[config.mk]
export PLATFORM = sky130hd
export DESIGN_NAME = param_program_sequencer
export DESIGN_NICKNAME = d
export VERILOG_FILES = /design/src/rtl/param_program_sequencer.sv
export SDC_FILE = /design/constraint.sdc
export NUM_CORES = 1
export LEC_CHECK = 0
export ABC_AREA = 1
export CAP_MARGIN = 5
export CORE_MARGIN = 2
export CORE_UTILIZATION = 56
export CTS_BUF_LIST = sky130_fd_sc_hd__clkbuf_16
export CTS_CLUSTER_DIAMETER = 30
export DETAILED_ROUTE_END_ITERATION = 16
export HOLD_SLACK_MARGIN = 0.1
export PLACE_DENSITY = 0.94
export SYNTH_ARGS = -nofsm -noshare
export SYNTH_HDL_FRONTEND = slang
export SYNTH_SLANG_ARGS = --single-unit
[constraint.sdc]
create_clock -name clk -period 5.07 [get_ports clk]
set_clock_uncertainty 0.2 [all_clocks]
set_input_delay 1.014 -clock clk [delete_from_list [all_inputs] [get_ports clk]]
set_output_delay 1.014 -clock clk [all_outputs]
set_load 0.01 [all_outputs]
[src/rtl/param_program_sequencer.sv]
// ---------------------------------------------------------------------------
// param_program_sequencer
//
// Program-counter sequencer with jump, conditional jump, call/return through a
// small return-address stack, and an optional instruction counter.
//
// Parameters:
//   PC_W        width of pc / pm_addr / from_PS (4..16)
//   JA_W        width of jmp_addr (1..PC_W); target = {jmp_addr, zeros}
//   STACK_DEPTH number of return-address entries (1..16)
//
// Ports:
//   clk            sole clock, rising edge
//   async_reset_n  asynchronous active-low reset
//   sync_reset     synchronous restart (pm_addr forced to 0)
//   jmp            unconditional jump to target
//   jmp_nz         conditional jump, taken when dont_jmp is 0
//   dont_jmp       zero-flag qualifier for jmp_nz
//   call           jump to target and push pc+1
//   ret            pop return address and jump to it
//   jmp_addr       target upper bits / counter add operand
//   NOPC8          counter increment strobe
//   load_instr     counter add strobe
//   pm_addr        combinational next program-memory address
//   pc             registered current address
//   from_PS        counter value (counter build) or pc (default build)
//   stack_full     registered: occupancy == STACK_DEPTH
//   stack_empty    registered: occupancy == 0
//   stack_err      sticky overflow/underflow flag
//
// Build option:
//   PROGRAM_SEQUENCER_COUNTER_EN  when defined, builds the PC_W-bit
//   instruction counter and routes it to from_PS.
// ---------------------------------------------------------------------------
module param_program_sequencer #(
    parameter int PC_W        = 8,
    parameter int JA_W        = 4,
    parameter int STACK_DEPTH = 4
) (
    input  logic            clk,
    input  logic            async_reset_n,
    input  logic            sync_reset,
    input  logic            jmp,
    input  logic            jmp_nz,
    input  logic            dont_jmp,
    input  logic            call,
    input  logic            ret,
    input  logic [JA_W-1:0] jmp_addr,
    input  logic            NOPC8,
    input  logic            load_instr,
    output logic [PC_W-1:0] pm_addr,
    output logic [PC_W-1:0] pc,
    output logic [PC_W-1:0] from_PS,
    output logic            stack_full,
    output logic            stack_empty,
    output logic            stack_err
);

    localparam int OCC_W = $clog2(STACK_DEPTH + 1);

    logic [PC_W-1:0]  target;
    logic [PC_W-1:0]  pc_inc;
    logic             take_jmp;
    logic             masked;
    logic             take_call;
    logic             take_ret;
    logic             call_err;
    logic             ret_err;
    logic [OCC_W-1:0] occ;
    logic [OCC_W-1:0] occ_next;

    // Entry 0 is always the top of stack; push shifts down, pop shifts up,
    // so no pointer arithmetic is needed to address the top.
    logic [PC_W-1:0]  stack_mem [STACK_DEPTH];

    assign target = PC_W'(jmp_addr) << (PC_W - JA_W);
    assign pc_inc = pc + PC_W'(1);

    // A call or ret only acts when no higher-priority source claims the
    // cycle; call always shadows ret, even when the call itself is refused.
    always_comb begin
        take_jmp  = jmp | (jmp_nz & ~dont_jmp);
        masked    = sync_reset | take_jmp;
        take_call = ~masked & call & ~stack_full;
        call_err  = ~masked & call & stack_full;
        take_ret  = ~masked & ~call & ret & ~stack_empty;
        ret_err   = ~masked & ~call & ret & stack_empty;
    end

    always_comb begin
        pm_addr = pc_inc;
        if (sync_reset)
            pm_addr = '0;
        else if (take_jmp || take_call)
            pm_addr = target;
        else if (take_ret)
            pm_addr = stack_mem[0];
    end

    always_comb begin
        occ_next = occ;
        if (take_call)
            occ_next = occ + OCC_W'(1);
        else if (take_ret)
            occ_next = occ - OCC_W'(1);
    end

    always_ff @(posedge clk or negedge async_reset_n) begin
        if (!async_reset_n) begin
            pc          <= '0;
            occ         <= '0;
            stack_full  <= 1'b0;
            stack_empty <= 1'b1;
            stack_err   <= 1'b0;
        end else begin
            pc <= pm_addr;
            if (sync_reset) begin
                occ         <= '0;
                stack_full  <= 1'b0;
                stack_empty <= 1'b1;
                stack_err   <= 1'b0;
            end else begin
                occ         <= occ_next;
                stack_full  <= (occ_next == OCC_W'(STACK_DEPTH));
                stack_empty <= (occ_next == '0);
                if (call_err || ret_err)
                    stack_err <= 1'b1;
            end
        end
    end

    // Return-address storage carries no reset: entries beyond the occupancy
    // are never selected because pops are refused while empty.
    always_ff @(posedge clk) begin
        if (take_call) begin
            stack_mem[0] <= pc_inc;
            for (int i = 1; i < STACK_DEPTH; i++)
                stack_mem[i] <= stack_mem[i-1];
        end else if (take_ret) begin
            for (int i = 0; i < STACK_DEPTH - 1; i++)
                stack_mem[i] <= stack_mem[i+1];
        end
    end

`ifdef PROGRAM_SEQUENCER_COUNTER_EN
    logic [PC_W-1:0] counter;

    always_ff @(posedge clk or negedge async_reset_n) begin
        if (!async_reset_n)
            counter <= '0;
        else if (sync_reset)
            counter <= '0;
        else if (NOPC8)
            counter <= counter + PC_W'(1);
        else if (load_instr)
            counter <= counter + PC_W'(jmp_addr);
    end

    assign from_PS = counter;
`else
    // Counter strobes have no function in this build.
    logic unused_counter_inputs;
    assign unused_counter_inputs = NOPC8 ^ load_instr;

    assign from_PS = pc;
`endif

endmodule
**Word-level counts from Yosys, hierarchy flattened**

Memory sizes are Yosys's and may differ from the RTL's.
Cells that the tools add are included.

- Memories kept: 1
- RAM bits: 32
- Logic and storage cells: 50
- Bits in registers: 14

- Reduce and logical (&&, ||, !) cells: 4
- Equal/unequal tests: 1
- $add $sub $neg: 3
- Muxes and demuxes: 18
- Bitwise gates (word level): 18

Memory list:

| name | words | bits a word | rd ports | clocked after Yosys merged registers in | wr ports | line | RTL |
|---|---|---|---|---|---|---|---|
| stack_mem | 4 | 8 | 4 | 0 | 4 | 74 | `logic [PC_W-1:0] stack_mem [STACK_DEPTH];` |

Operators with widths:

| operator | count |
|---|---|
| $mux W8 | 6 |
| $mux W1 | 9 |
| $mux W3 | 3 |
| $add A8 B1 Y8 const B | 1 |
| $and A1 B1 Y1 | 8 |
| $not A1 Y1 | 5 |
| $or A1 B1 Y1 | 5 |
| $add A3 B1 Y3 const B | 1 |
| $eq A3 B3 Y1 const B | 1 |
| $logic_not A3 Y1 | 1 |
| $sub A3 B1 Y3 const B | 1 |
| $logic_or A1 B1 Y1 | 2 |
| $reduce_bool A2 Y1 | 1 |

**Logic depth before layout (Yosys ltp)**

Gate-level depths: netlist of the first run.

- Depth after elaboration: 12
- Gate-level depth with buffers: 10
- Depth with buffers taken out: 10

**Least setup slack after synthesis of the first run**

Ideal clock, no wire load.

- Kind: input to output
- Start: input dont_jmp
- End: output pm_addr[5]
- Buffers on the path: 0
- Stages on the path: 10
- Required time: 3.856 ns
- Arrival time: 1.952 ns
- Setup slack: 1.904 ns
- Cells stage by stage: inv_1 nand2_1 nand3_4 nor2_4 nand2_4 inv_6 nor2_8 o21ai_0 nor2_1 nor2_1

- Elaborated cells between the ends (all ways): 14
- Classes of those cells: mux: 3; bitwise: 10; reduce/logical: 1

RTL lines:

| what | line | RTL |
|---|---|---|
| from (decl) | 45 | `input logic dont_jmp,` |
| $not A1 Y1 | 82 | `take_jmp = jmp \| (jmp_nz & ~dont_jmp);` |
| $and A1 B1 Y1 | 82 |  |
| $or A1 B1 Y1 | 82 |  |
| $or A1 B1 Y1 | 83 | `masked = sync_reset \| take_jmp;` |
| $not A1 Y1 | 84 | `take_call = ~masked & call & ~stack_full;` |
| $and A1 B1 Y1 (2 in a row) | 84 |  |
| net take_call | 65 | `logic take_call;` |
| $logic_or A1 B1 Y1 | 94 | `else if (take_jmp \|\| take_call)` |
| $mux W8 | 94 |  |
| $mux W8 | 92 | `if (sync_reset)` |
| to (decl) | 51 | `output logic [PC_W-1:0] pm_addr,` |

The timed path passes the listed nets, and every way through them passes these cells.

**Worst setup path after layout of the first run**

- Start: input sync_reset
- End: output pm_addr[5]

- Elaborated cells between the ends (all ways): 11
- Classes of those cells: mux: 3; bitwise: 7; reduce/logical: 1

RTL lines:

| what | line | RTL |
|---|---|---|
| from (decl) | 42 | `input logic sync_reset,` |
| $or A1 B1 Y1 | 83 |  |
| $not A1 Y1 | 84 |  |
| $and A1 B1 Y1 (2 in a row) | 84 |  |
| net take_call | 65 |  |
| $logic_or A1 B1 Y1 | 94 |  |
| $mux W8 | 94 |  |
| $mux W8 | 92 |  |

The timed path passes the listed nets, and every way through them passes these cells.

==> reports/results.md, run 1 <==
• 0 — number of hold violations in the final report
• 0 — Post-CTS Repair Setup Buffers
• 0 ps — summed negative setup slack over all endpoints
• complete, no violations — status
• 3.216 mm — half-perimeter wire length after placement
• 764.6 ps — Placement Setup Slack
• 22.26% — overall fraction of global-route tracks in use
• 0 — # Max-Cap Violations
• 10.45 µm² — mean post-synth cell area
• 57.88% — starting density of the core
• 0 — overflow left after global routing
• 655.6 ps — pin slew with the least headroom to its limit
• 560 ps — maximum cell stage delay along the critical path
• 46 — clk sink count
• 0 — residual antenna-violating net count after detailed routing
• clkdlybuf4s50_1 > inv_2 > nand3_4 > nor2_4 > nand2_4 > inv_6 > nor2_8 > o21ai_0 > nor2_1 > nor2_1 > clkdlybuf4s50_1 — cell-by-cell trace of the critical path
• 0 — number of setup violations in the final report
• 56.16% — Relative slew margins
• 57.10% — sequential-to-total area share from yosys stat
• 14.17% — fraction of final layout cells sized beyond drive strength 1
• yes — TritonCTS clock tree
• 0 — number of remaining DRC errors
• 1.120 nW — Leakage Power
• 0 — number of gates resized after CTS
• 70.20% — final core utilization
• 41 — I/O pin count
• output port — Worst setup EP type
• 10 — largest fanout on the critical path
• 2 — number of levels the H-tree was split into
• 237 — number of nets produced by synthesis
• 4.427 mm — Routed Wire Length
• 1514 — number of global-route vias before repair
• 270 — post-layout net count
• 4 — worst path bufs/invs
• 0 — warnings from Yosys
• 46 — number of storage elements in the synthesis netlist
• 82 — number of DRC markers in iteration 0
• 23 — Cell Rows
• 1576 — DR vias
• in -> out — worst setup path category
• 7.224 mm — global-route wire length before repair
• 4343 ps — time the final worst path needs with I/O delays and setup
• 726.9 ps — post-route setup slack
• 68.07 µm — floorplan die height
• sky130_fd_sc_hd__clkdlybuf4s50_1 — slowest library cell on the worst path
• 4 — length of the first detailed-routing pass in iterations
• 304 — post-route non-filler standard cell count
• 68.07 µm — DIE WIDTH
• 3860 ps — critical path data required time
• sky130_fd_sc_hd__clkbuf_16 — clock tree root buffer cell
• buffers and inverters — family with the most delay on the worst path
• 2298 µm² — post-synth design cell area
• 0 — Slew Viols, Final
• 300.3 µV — VDD IR-drop max
• 5.184 — average vias per placed instance
• 4633 µm² — Die Area
• 21.28% — layout-stage area growth over the synthesis result
• 38 — distinct cell type count of the synthesized netlist
• 14.56 µm — post-DR wirelength/cell
• 290 ps — clock insertion delay at the later pin of the skew report
• 0 — hold bufs inserted after CTS
• 3971 µm² — area of the core region
• 0 — number of inserted diodes
• 85.66% — period utilization
• 60 ps — Clk pin slew, worst setup/hold paths
• 298.7 nW/µm² — power density over cell area
• 44 — pin count of the biggest net entering global routing
• 296 — Cells after DPL
• 263 — fill cell total of the finished layout
• 2 — number of buffers on the longest clock path
• false — RSZ-0062 raised after global routing
• 5 — CTS buffer count
• 3130 ps — worst endpoint data arrival time
• 0 — initial antenna violation count
• 0.8573 — gp weighted congestion
• reg -> reg — class of the tightest hold or removal check
• input port — category of the worst setup path launch point
• 38 — IO Port Bufs
• 220 — Gate Count Post-Synth
• 230.3 MHz — achievable clock frequency
[final cells by class]
type	instances	area [µm²]	area share (%)
clock buffer	5	125.1	4.488
clock inverter	3	17.52	0.6284
inverter	32	127.6	4.578
multi-input combinational	129	754.5	27.06
sequential	46	1313	47.08
tap	50	62.56	2.244
timing repair buffer	39	387.9	13.91
[cells in the mapped netlist, drive strengths merged]
master / n / area share, %
xnor2: 3 / 1.1
buf: 12 / 4.3
inv: 32 / 5.6
nor2: 26 / 6.3
nand3b: 1 / 0.33
nand4: 1 / 0.93
nor3: 3 / 0.87
nand2: 43 / 7.8
xor2: 1 / 0.38
clkbuf: 1 / 0.22
a22oi: 1 / 0.33
o21ai: 22 / 5.1
o21a: 1 / 0.33
a211oi: 3 / 1.6
nand3: 9 / 2.5
or2: 1 / 0.27
dfrtp: 13 / 14
dfstp: 1 / 1.1
a21oi: 7 / 2.0
o21bai: 4 / 1.3
ha: 3 / 1.6
edfxtp: 32 / 42
[flip-flops by register name, summed over array words and instances, names as in the netlist]
signal       cells
stack_mem       32
from_PS          8
occ              3
stack_empty      1
stack_err        1
stack_full       1
[worst reg2reg max path: stages (launching register included)]
cell and delay, ps:
sky130_fd_sc_hd__dfstp_2 540, sky130_fd_sc_hd__inv_1 90, sky130_fd_sc_hd__nand4_4 130, sky130_fd_sc_hd__buf_4 230
sky130_fd_sc_hd__nand2_4 240, sky130_fd_sc_hd__nor2_2 220, sky130_fd_sc_hd__nor2_4 50, sky130_fd_sc_hd__nand3_1 90
sky130_fd_sc_hd__nand2_1 50
[routing by layer]
metal	share of wire [%]	vias to the layer above	track usage (%)
met2	50	48	34.95
met4	2.9	0	11.00
met3	5.3	15	6.908
met5	0	-	0
met1	41	726	27.94
li1	-	787	-
[cell families (layout without fill, tap and decap cells)]
family	Yosys count	after routing	synth area share [%]
xor+xnor	4	4	1.525
buf+inv	45	79	10.07
compound gates	38	38	10.72
flops	46	46	57.10
simple gates	84	84	18.94
fa+ha+maj	3	3	1.633
[layout by cell type, fill, tap and decap left out, types with 2 or more instances in the layout]
cell / netlist / layout
sky130_fd_sc_hd__clkdlybuf4s50_1: 0 / 38
sky130_fd_sc_hd__nor2_4: 2 / 2
sky130_fd_sc_hd__o21bai_1: 4 / 4
sky130_fd_sc_hd__nand2_4: 2 / 2
sky130_fd_sc_hd__nor2_2: 6 / 6
sky130_fd_sc_hd__nor3_1: 2 / 2
sky130_fd_sc_hd__dfrtp_1: 13 / 13
sky130_fd_sc_hd__nand3_1: 8 / 8
sky130_fd_sc_hd__inv_2: 3 / 3
sky130_fd_sc_hd__nor2_1: 17 / 17
sky130_fd_sc_hd__inv_1: 27 / 28
sky130_fd_sc_hd__clkbuf_16: 0 / 5
sky130_fd_sc_hd__o21ai_0: 19 / 19
sky130_fd_sc_hd__a211oi_2: 3 / 3
sky130_fd_sc_hd__nand2_1: 40 / 40
sky130_fd_sc_hd__xnor2_1: 3 / 3
sky130_fd_sc_hd__a21oi_1: 6 / 6
sky130_fd_sc_hd__o21ai_2: 2 / 2
sky130_fd_sc_hd__edfxtp_1: 32 / 32
sky130_fd_sc_hd__ha_1: 3 / 3
[where the power goes]
group	switching (mW)	internal (mW)
clock	0.129	0.180
combinational	0.0512	0.0446
sequential	0.00893	0.418
total	0.190	0.643
[metrics by stage]
stage / instance area [µm²] / power [mW] / hold slack [ps]
after floorplan: 2298 / 0.4878 / 226.8
after global placement: 2645 / 0.5257 / 231.0
after detailed placement: 2645 / 0.5299 / 232.7
after CTS: 2788 / 0.8398 / 257.7
after global routing: 2788 / 0.8667 / 290.9
final: 2788 / 0.8328 / 254.0
[final timing paths]
check	from	endpoint	slack (ps)	cells past startpoint
max in group asynchronous	async_reset_n	stack_err	3320	1
min	stack_mem[2][0]	stack_mem[3][0]	250	0
min in group asynchronous	async_reset_n	occ[2]	930	1
max reg2reg	stack_empty	stack_empty	3150	8
max	sync_reset	pm_addr[5]	730	11
min reg2reg	stack_mem[2][0]	stack_mem[3][0]	250	0
Power figures use the tool's default switching activity.
==> inputs of run 2 (changes only) <==
--- a/config.mk
+++ b/config.mk
@@ -7,7 +7,6 @@
 export LEC_CHECK = 0
 export ABC_AREA = 1
 export CAP_MARGIN = 5
-export CORE_MARGIN = 2
 export CORE_UTILIZATION = 56
 export CTS_BUF_LIST = sky130_fd_sc_hd__clkbuf_16
 export CTS_CLUSTER_DIAMETER = 30
==> reports/results.md, run 2 (same netlist as run 1, synthesis figures left out) <==
• reg -> reg — class of the tightest hold or removal check
• 4 — length of the first detailed-routing pass in iterations, unchanged
• yes — TritonCTS clock tree
• 0 — Slew Viols, Final, unchanged
• 4.581 mm — Routed Wire Length, +3.5%
• 11.6% — combinational share of power, about the same
• 50.35% — Relative slew margins, -5.8 points
• 0 — initial antenna violation count, unchanged
• 2 — number of levels the H-tree was split into, unchanged
• 24.08% — overall fraction of global-route tracks in use, +1.8 points
• 738.2 ps — Placement Setup Slack, -26.39 ps
• 23.09% — Switching Fraction, +0.33 points
• in -> out — worst setup path category
• 0 — residual antenna-violating net count after detailed routing, unchanged
• 7.500 mm — global-route wire length before repair, +3.8%
• 5 — CTS buffer count, unchanged
• 15.17 µm — post-DR wirelength/cell, +4.2%
• 4365 µm² — Die Area, -5.8%
• input port — category of the worst setup path launch point
• 51.2% — sequential power share, about the same
• 1.113 nW — Leakage Power, -0.69%
• 66.07 µm — DIE WIDTH, -2.9%
• 5.460 — average vias per placed instance, +5.3%
• complete, no violations — status
• sky130_fd_sc_hd__nand2_1 — commonest non-fill, non-tap cell in the layout
• stack_mem — largest reg by FF count
• 1649 — DR vias, +4.6%
• 146 — number of DRC markers in iteration 0, +78%
• 0 — overflow left after global routing, unchanged
• 0 — # Max-Cap Violations, unchanged
• 60 ps — Clk pin slew, worst setup/hold paths, about the same
• 0.1929 mW — switching power total, +1.7%
• 0 ps — summed negative setup slack over all endpoints, unchanged
• 290 ps — clock insertion delay at the later pin of the skew report, about the same
• false — RSZ-0062 raised after global routing
• 0.7976 — gp weighted congestion, -7.0%
• 86.61% — period utilization, +0.95 points
• 32 — flip-flop count of the largest register, all copies and words added, unchanged
• 3799 µm² — area of the core region, -4.3%
• 37.2% — power share of the clock group, about the same
• 21.12% — layout-stage area growth over the synthesis result
• 742.4 ps — pin slew with the least headroom to its limit, +86.78 ps
• 0 — number of hold violations in the final report, unchanged
• 4391 ps — time the final worst path needs with I/O delays and setup, +48.17 ps
• 3.122 mm — half-perimeter wire length after placement, -2.9%
• 3860 ps — critical path data required time, about the same
• 300.0 nW/µm² — power density over cell area, +0.43%
• sky130_fd_sc_hd__clkbuf_16 — clock tree root buffer cell
• 41 — I/O pin count, unchanged
• 0 — number of inserted diodes, unchanged
• 0 — number of gates resized after CTS, unchanged
• 0 — Post-CTS Repair Setup Buffers, unchanged
• 0 — number of setup violations in the final report, unchanged
• 14.17% — fraction of final layout cells sized beyond drive strength 1, unchanged
• 60.51% — starting density of the core, +2.6 points
• 0.6424 mW — internal power, -0.13%
• 22 — Cell Rows, -4.3%
• 261 — fill cell total of the finished layout, -0.76%
• 270 — post-layout net count, unchanged
• 0 — hold bufs inserted after CTS, unchanged
• 44 — pin count of the biggest net entering global routing, unchanged
• 2 — number of buffers on the longest clock path, unchanged
• 147.5 µV — VDD IR-drop max, -51%
• 1641 — number of global-route vias before repair, +8.4%
• 40 x sky130_fd_sc_hd__nand2_1, 38 x sky130_fd_sc_hd__clkdlybuf4s50_1, 32 x sky130_fd_sc_hd__edfxtp_1 — top library cells by usage in the layout, fill and taps aside
• 46 — clk sink count, unchanged
• 10 — largest fanout on the critical path, unchanged
• 3180 ps — worst endpoint data arrival time, +50 ps
• 227.7 MHz — achievable clock frequency, -1.1%
• 678.8 ps — post-route setup slack, -48.17 ps
• 0 — number of remaining DRC errors, unchanged
• 66.07 µm — floorplan die height, -2.9%
• output port — Worst setup EP type
• 38 — IO Port Bufs, unchanged
run 2: per-layer routing:
metal	GRT usage, %	vias up	routed length [µm]
li1	-	777	-
met2	40.69	66	2328
met3	6.207	14	256
met4	11.97	0	130
met1	28.24	792	1866
met5	0	-	0
run 2: worst max-delay path: stages:
cell and delay (ps):
sky130_fd_sc_hd__clkdlybuf4s50_1 480, sky130_fd_sc_hd__inv_2 210, sky130_fd_sc_hd__nand3_4 120, sky130_fd_sc_hd__nor2_4 140, sky130_fd_sc_hd__nand2_4 110, sky130_fd_sc_hd__inv_6 140
sky130_fd_sc_hd__nor2_8 60, sky130_fd_sc_hd__o21ai_2 60, sky130_fd_sc_hd__nor2_1 60, sky130_fd_sc_hd__nor2_1 190, sky130_fd_sc_hd__clkdlybuf4s50_1 590
run 2: area by class of cell:
type	count	area, µm²	share of cell area, %
flip-flops and latches	46	1313	47.15
multi-input cells	129	754.5	27.10
repair buffers	39	387.9	13.93
inverters	32	127.6	4.584
clock buffers	5	125.1	4.494
well taps	48	60.06	2.157
clock inverters	3	16.27	0.5843
run 2: power by group through the flow:
stage	Sequential (mW)	Clock (mW)	Combinational [mW]
final	0.428	0.311	0.0966
after global routing	0.429	0.327	0.105
after CTS	0.428	0.317	0.0973
after detailed placement	0.435	0	0.0958
after global placement	0.434	0	0.0924
after floorplan	0.435	0	0.0530
run 2: through the flow:
step	instances	hold slack (ps)	total power, mW	cell area [µm²]	utilization [%]
6_report	302	252.2	0.8353	2784	73.29
5_1_grt	302	266.9	0.8606	2784	73.29
4_1_cts	302	253.3	0.8416	2784	73.29
3_5_place_dp	294	239.3	0.5310	2643	69.57
3_3_place_gp	294	232.6	0.5266	2643	69.57
2_1_floorplan	220	226.8	0.4878	2298	-
run 2: final timing paths:
check                                      from         endpoint  slack (ps)  cells past startpoint
worst max-delay path                 sync_reset       pm_addr[6]         680                     11
worst min-delay path            stack_mem[2][6]  stack_mem[3][6]         250                      0
worst max register to register      stack_empty       stack_full        3130                      8
worst min register to register  stack_mem[2][6]  stack_mem[3][6]         250                      0
max in group asynchronous         async_reset_n       from_PS[1]        3230                      1
min in group asynchronous         async_reset_n       from_PS[3]         970                      1
